### src/rtl/jk_bank_ctrl_if.sv
// Command handshake bundle for jk_bank_ctrl: the host drives the command,
// the controller returns ready.
interface jk_bank_ctrl_if #(
  parameter int IDXW = 2,
  parameter int CNTW = 8
);
  logic            cmd_valid;
  logic            cmd_ready;
  logic [2:0]      cmd_op;
  logic [IDXW-1:0] cmd_idx;
  logic [CNTW-1:0] cmd_count;

  modport master (output cmd_valid, cmd_op, cmd_idx, cmd_count, input cmd_ready);
  modport slave  (input cmd_valid, cmd_op, cmd_idx, cmd_count, output cmd_ready);
endinterface

### src/rtl/jk_bank_ctrl.sv
// Command sequencer for a bank of WIDTH JK flip-flops; every change of q goes through J/K.
// Define JK_BANK_WRAP_EN to get a one-cycle wrap pulse after a counting step that overflows.
module jk_bank_ctrl #(
  parameter int WIDTH = 4,
  parameter int IDXW  = 2,
  parameter int CNTW  = 8
) (
  input  logic             clk,
  input  logic             rst,
  jk_bank_ctrl_if.slave    cmd,
  output logic [WIDTH-1:0] j_vec,
  output logic [WIDTH-1:0] k_vec,
  output logic [WIDTH-1:0] q,
  output logic [WIDTH-1:0] qn,
  output logic             busy,
  output logic             done,
  output logic             err,
  output logic             wrap
);

  localparam logic [2:0] OP_HOLD   = 3'b000;
  localparam logic [2:0] OP_SET    = 3'b001;
  localparam logic [2:0] OP_CLR    = 3'b010;
  localparam logic [2:0] OP_TOG    = 3'b011;
  localparam logic [2:0] OP_UP     = 3'b100;
  localparam logic [2:0] OP_DOWN   = 3'b101;
  localparam logic [2:0] OP_CLRALL = 3'b110;
  localparam logic [2:0] OP_RSVD   = 3'b111;
  localparam logic [IDXW:0] WIDTH_L = (IDXW+1)'(WIDTH);

  typedef enum logic [1:0] {
    ST_IDLE  = 2'd0,
    ST_APPLY = 2'd1,
    ST_COUNT = 2'd2,
    ST_DONE  = 2'd3
  } state_t;

  state_t          state_r, state_s;
  logic [2:0]      op_r;
  logic [IDXW-1:0] idx_r;
  logic [CNTW-1:0] cnt_r;
  logic            illegal_r, illegal_s;
  logic            accept_s;
  logic [WIDTH-1:0] q_r, j_s, k_s, tog_s;

  function automatic logic [WIDTH-1:0] jk_next(input logic [WIDTH-1:0] cur,
                                               input logic [WIDTH-1:0] j,
                                               input logic [WIDTH-1:0] k);
    logic [WIDTH-1:0] nxt;
    nxt = cur;
    for (int i = 0; i < WIDTH; i++) begin
      case ({j[i], k[i]})
        2'b00:   nxt[i] = cur[i];
        2'b01:   nxt[i] = 1'b0;
        2'b10:   nxt[i] = 1'b1;
        2'b11:   nxt[i] = ~cur[i];
        default: nxt[i] = cur[i];
      endcase
    end
    return nxt;
  endfunction

  assign accept_s      = cmd.cmd_valid && (state_r == ST_IDLE);
  assign cmd.cmd_ready = (state_r == ST_IDLE);
  assign busy          = (state_r != ST_IDLE);
  assign done          = (state_r == ST_DONE);
  assign err           = (state_r == ST_DONE) && illegal_r;
  assign q             = q_r;
  assign qn            = ~q_r;
  assign j_vec         = j_s;
  assign k_vec         = k_s;

  // Classify the incoming command as illegal (out-of-range index or reserved op)
  always_comb begin
    illegal_s = 1'b0;
    case (cmd.cmd_op)
      OP_SET, OP_CLR, OP_TOG: illegal_s = ({1'b0, cmd.cmd_idx} >= WIDTH_L);
      OP_RSVD:                illegal_s = 1'b1;
      default:                illegal_s = 1'b0;
    endcase
  end

  // Synchronous-counter toggle terms: a bit flips when every lower bit is 1 (up) or 0 (down)
  always_comb begin : count_toggles
    logic run_s;
    tog_s = {WIDTH{1'b0}};
    run_s = 1'b1;
    for (int i = 0; i < WIDTH; i++) begin
      tog_s[i] = run_s;
      if (op_r == OP_UP) begin
        run_s = run_s & q_r[i];
      end else begin
        run_s = run_s & ~q_r[i];
      end
    end
  end

  // Next-state and J/K decode
  always_comb begin
    state_s = state_r;
    j_s     = {WIDTH{1'b0}};
    k_s     = {WIDTH{1'b0}};
    case (state_r)
      ST_IDLE: begin
        if (accept_s) begin
          if ((cmd.cmd_op == OP_UP) || (cmd.cmd_op == OP_DOWN)) begin
            if (cmd.cmd_count == {CNTW{1'b0}}) begin
              state_s = ST_DONE;
            end else begin
              state_s = ST_COUNT;
            end
          end else begin
            state_s = ST_APPLY;
          end
        end else begin
          state_s = ST_IDLE;
        end
      end
      ST_APPLY: begin
        state_s = ST_DONE;
        if (!illegal_r) begin
          case (op_r)
            OP_SET:    j_s[idx_r] = 1'b1;
            OP_CLR:    k_s[idx_r] = 1'b1;
            OP_TOG: begin
              j_s[idx_r] = 1'b1;
              k_s[idx_r] = 1'b1;
            end
            OP_CLRALL: k_s = {WIDTH{1'b1}};
            OP_HOLD:   k_s = {WIDTH{1'b0}};
            default:   k_s = {WIDTH{1'b0}};
          endcase
        end else begin
          k_s = {WIDTH{1'b0}};
        end
      end
      ST_COUNT: begin
        j_s = tog_s;
        k_s = tog_s;
        if (cnt_r == CNTW'(1)) begin
          state_s = ST_DONE;
        end else begin
          state_s = ST_COUNT;
        end
      end
      ST_DONE:  state_s = ST_IDLE;
      default:  state_s = ST_IDLE;
    endcase
  end

  // State, bank and latched command registers
  always_ff @(posedge clk or negedge rst) begin
    if (!rst) begin
      state_r   <= ST_IDLE;
      q_r       <= {WIDTH{1'b0}};
      op_r      <= OP_HOLD;
      idx_r     <= {IDXW{1'b0}};
      cnt_r     <= {CNTW{1'b0}};
      illegal_r <= 1'b0;
    end else begin
      state_r <= state_s;
      q_r     <= jk_next(q_r, j_s, k_s);
      if (accept_s) begin
        op_r      <= cmd.cmd_op;
        idx_r     <= cmd.cmd_idx;
        cnt_r     <= cmd.cmd_count;
        illegal_r <= illegal_s;
      end else if (state_r == ST_COUNT) begin
        cnt_r <= cnt_r - CNTW'(1);
      end
    end
  end

`ifdef JK_BANK_WRAP_EN
  logic wrap_r, wrap_s;

  // A counting step wraps when leaving all-ones going up or all-zeros going down
  always_comb begin
    wrap_s = 1'b0;
    if (state_r == ST_COUNT) begin
      if (op_r == OP_UP) begin
        wrap_s = &q_r;
      end else begin
        wrap_s = ~|q_r;
      end
    end else begin
      wrap_s = 1'b0;
    end
  end

  // Register the wrap pulse so it appears in the cycle after the wrapping step
  always_ff @(posedge clk or negedge rst) begin
    if (!rst) begin
      wrap_r <= 1'b0;
    end else begin
      wrap_r <= wrap_s;
    end
  end

  assign wrap = wrap_r;
`else
  assign wrap = 1'b0;
`endif

endmodule
### src/flat_wrapper.sv
// flat-port wrapper written by rule: the top's interface ports become plain ports
module jk_bank_ctrl_flat 
#(
  parameter int WIDTH = 4,
  parameter int IDXW  = 2,
  parameter int CNTW  = 8
)
  (clk, rst, j_vec, k_vec, q, qn, busy, done, err, wrap, cmd_cmd_valid, cmd_cmd_op, cmd_cmd_idx, cmd_cmd_count, cmd_cmd_ready);
  jk_bank_ctrl_if #(.IDXW(IDXW), .CNTW(CNTW)) cmd_i ();
  input  logic clk;
  input  logic rst;
  output logic [WIDTH-1:0] j_vec;
  output logic [WIDTH-1:0] k_vec;
  output logic [WIDTH-1:0] q;
  output logic [WIDTH-1:0] qn;
  output logic busy;
  output logic done;
  output logic err;
  output logic wrap;
  input wire logic [$bits(cmd_i.cmd_valid)-1:0] cmd_cmd_valid;
  input wire logic [$bits(cmd_i.cmd_op)-1:0] cmd_cmd_op;
  input wire logic [$bits(cmd_i.cmd_idx)-1:0] cmd_cmd_idx;
  input wire logic [$bits(cmd_i.cmd_count)-1:0] cmd_cmd_count;
  output wire logic [$bits(cmd_i.cmd_ready)-1:0] cmd_cmd_ready;
  assign cmd_i.cmd_valid = cmd_cmd_valid;
  assign cmd_i.cmd_op = cmd_cmd_op;
  assign cmd_i.cmd_idx = cmd_cmd_idx;
  assign cmd_i.cmd_count = cmd_cmd_count;
  assign cmd_cmd_ready = cmd_i.cmd_ready;
  jk_bank_ctrl #(.WIDTH(WIDTH), .IDXW(IDXW), .CNTW(CNTW)) u_core (.clk(clk), .rst(rst), .cmd(cmd_i), .j_vec(j_vec), .k_vec(k_vec), .q(q), .qn(qn), .busy(busy), .done(done), .err(err), .wrap(wrap));
endmodule
### config.mk
export PLATFORM = sky130hd
export DESIGN_NAME = jk_bank_ctrl_flat
export DESIGN_NICKNAME = d
export VERILOG_FILES = /design/src/rtl/jk_bank_ctrl_if.sv /design/src/rtl/jk_bank_ctrl.sv /design/src/flat_wrapper.sv
export SDC_FILE = /design/constraint.sdc
export NUM_CORES = 1
export LEC_CHECK = 0
export CAP_MARGIN = 40
export CORE_UTILIZATION = 46
export CTS_CLUSTER_DIAMETER = 30
export DETAILED_ROUTE_END_ITERATION = 12
export PLACE_DENSITY = 0.83
export SYNTH_ARGS = -nofsm -noshare
export SYNTH_HDL_FRONTEND = slang
export SYNTH_SLANG_ARGS = --single-unit
export TNS_END_PERCENT = 5
### constraint.sdc
create_clock -name clk -period 2 [get_ports clk]
set_input_delay 0.3 -clock clk [delete_from_list [all_inputs] [get_ports clk]]
set_output_delay 0.3 -clock clk [all_outputs]
set_load 0.03 [all_outputs]
==> out/metrics.cfg <==
[routing]
vias = 1308
remaining_drc_errors = 0
routed_wl_um = 3756
via_per_inst = 5.590
first_iter_violations = 19
ant_nets = 0
drtPass1Iterations = 4
wl_per_cell_um = 16.05

[timing]
final.min_clock_period_ns = 2.229
fin_crit_sh_pct = 111.4
rsz0062_at_grt = true
final-setup-viol-count = 9
drv_slew = 0
hold_viol = 0
finClkSkew_ns = 0.005475
max_freq_ghz = 0.4487
setup_ws_ns = -0.2287

[die]
start_util_pct = 50.05
die_w_um = 54.62
core_area_sq_um = 2545
die_h_um = 54.62
io_pins = 37
fp.dieArea_sq_um = 2983
rows = 18

[setup_path]
r2r_start = u_core.state_r[0]
cp.required_ns = 1.70
cp_num_buf_inv = 2
cp_top_family = simple AND/OR/NAND/NOR gates
rr_worst_depth = 8
critPathMaxFanout = 2
worst_r2r_endpoint = u_core.cnt_r[7]
worstSetupPathType = reg -> out
cp.arrival_ns = 1.93
cp-start-kind = flip-flop
rrSetupSlack_ns = 0.14
path_cells = inv_2 > ha_4 > or4b_4 > mux2i_4 > o21a_1 > buf_6
cpMaxStageDelayCell = or4b_4
max_stage_delay_ns = 0.47
endpoint_kind = output port

[place]
port_buffers = 35
placed_cells = 224
dp_hpwl_um = 2531
pre_cts_ws_ns = -0.2891
place_congestion = 0.8252

[layout]
diodes = 0
drive_gt1_share_pct = 37.75
area_growth_pct = 58.45
nets = 227
final_cells = 234

[global_route]
first_global_vias = 1238
grt_usage_pct = 27.02
antenna_found_initial = 0
grt_pass1_wl_um = 5423
grt_max_degree = 21
gr-total-overflow = 0

[logic_synthesis]
synth_edf_count = 0
async_flop_share_pct = 100.0
synth_cells = 139
synthesis.area_sq_um = 1274
yosys-top-cells-area = dfrtp_1 (39%), ha_1 (5.9%), mux2_2 (5.3%)
netlist.area_leader.share_pct = 39.29
synth_seq_area_share_pct = 39.29
yosysUniqueCellTypes = 43
avgSynthCellArea_sq_um = 9.163
yosysTopAreaCell = dfrtp_1
synth_flop_cell = dfrtp_1
yosys_warnings = 0
ys_ff_latch = 20
synth_fp_nets = 161

[pwr]
power.total_uw = 3445
vdd_drop_max_mv = 1.528
p_leak_uw = 0.0008949
power-per-cell-area_nw_per_um2 = 1707

[cts]
clock_latency_ns = 0.31
clockBufferDepth = 2
clock-root-buffer = clkbuf_4
cts_tree = done
clk_pin_slew_ns = 0.12
htree_num_levels = 1
cts_made_buffers = 3
clock-sinks = 20

[run_status]
status = finished with violations
violations = negative setup slack

[flow_run]
drv_cap = 0

[hold_path]
hold_class = in -> async

[logic make-up after synthesis]
family	count (synthesis)	share of synthesized area, %
AND/OR/NAND/NOR	53	23.87
AO/OA/AOI/OAI	25	12.48
flip-flops	20	39.29
buffers and inverters	18	5.697
multiplexers	9	7.662
XOR/XNOR	7	4.813
adder cells (fa/ha/maj)	6	5.894
other	1	0.2944
[routing by layer]
| metal | up-vias | track usage (%) | share of wire, % |
|---|---|---|---|
| li1 | 611 | - | - |
| met1 | 624 | 26.00 | 35 |
| met2 | 57 | 52.01 | 56 |
| met3 | 16 | 5.278 | 4.8 |
| met4 | 0 | 15.38 | 3.5 |
| met5 | - | 0 | 0 |
[worst max path at each step]
stage                                 start        to  slack, ns  depth (start not counted)
after global placement       u_core.op_r[2]  j_vec[1]      -0.19                          4
after detailed placement     u_core.op_r[2]  k_vec[1]      -0.29                          5
final                     u_core.state_r[0]  k_vec[3]      -0.23                          6
after global routing      u_core.state_r[1]  k_vec[0]      -0.29                          9
after CTS                 u_core.state_r[0]  k_vec[3]      -0.21                          6
after floorplan           u_core.state_r[0]  k_vec[3]      0.004                          5
[layout make-up]
| cell class | instances | area, sq um |
|---|---|---|
| multi-input cells | 101 | 803.3 |
| repair buffers | 67 | 594.3 |
| fillers | 172 | 526.8 |
| flip-flops and latches | 20 | 501.7 |
| inverters | 12 | 45.04 |
| well taps | 30 | 37.54 |
| clock buffers | 4 | 36.28 |
[power by group]
part	internal, uW	switching, uW	total, uW
logic	1190	1200	2390
clock network	111	136	247
registers	606	204	810
[cell usage in the layout (no fill, tap or decap), types with 2 or more instances in the layout]
cell type        synthesis  routed
a21oi_1                 12      10
ha_1                     6       3
nand3b_1                 3       3
inv_1                   12       9
xnor2_1                  6       6
dlygate4sd2_1            0       3
ha_4                     0       2
nor3_1                   5       4
nand2_1                  7       7
dfrtp_1                 20      19
or4_1                    3       3
mux2i_4                  0       2
or3b_4                   0       2
inv_2                    0       3
buf_6                    0       7
o22a_1                   2       2
clkdlybuf4s50_1          0      23
buf_4                    1      32
nor2_1                  17      17
a21oi_2                  0       2
clkbuf_4                 0       4
o21ai_0                  3       2
mux2_2                   6       6
[through the flow]
stage                     hold slack, ns  TNS [ns]  instance area (sq um)  utilization [%]
after CTS                         0.3382    -1.432                   1969            77.38
after global placement            0.4862   -0.6539                   1814            71.29
after floorplan                 0.004409         0                   1274                -
after detailed placement          0.5034   -0.8710                   1814            71.29
after global routing              0.3312    -2.088                   2018            79.30
final                             0.3242    -1.527                   2018            79.30
[synth_stat cells, types with 2 or more instances]
cell type and instances:
inv_1 12, mux2_2 6, o22a_1 2, dfrtp_1 20, or3b_2 2, mux2i_1 3, nor3_1 5, xnor2_1 6
ha_1 6, o21ai_0 3, a21oi_1 12, nor2_1 17, nand2_1 7, nand3b_1 3, and2_1 2, or4_1 3
clkbuf_1 4
[state kept, by name, summed over array words and instances (netlist names)]
| name | cells |
|---|---|
| u_core.op_r | 3 |
| u_core.cnt_r | 8 |
| u_core.illegal_r | 1 |
| u_core.idx_r | 2 |
| u_core.q | 4 |
| u_core.state_r | 2 |
[timing repair]
action                                  CTS  global route
pin swaps                                 6             1
hold buffers                              0             0
endpoints found under the setup margin   13            11
gates cloned                              0             0
endpoints found under the hold margin     0             0
setup buffers                             5             1
resized for setup                        36            13
No activity file was read; power rests on OpenSTA's default activity.
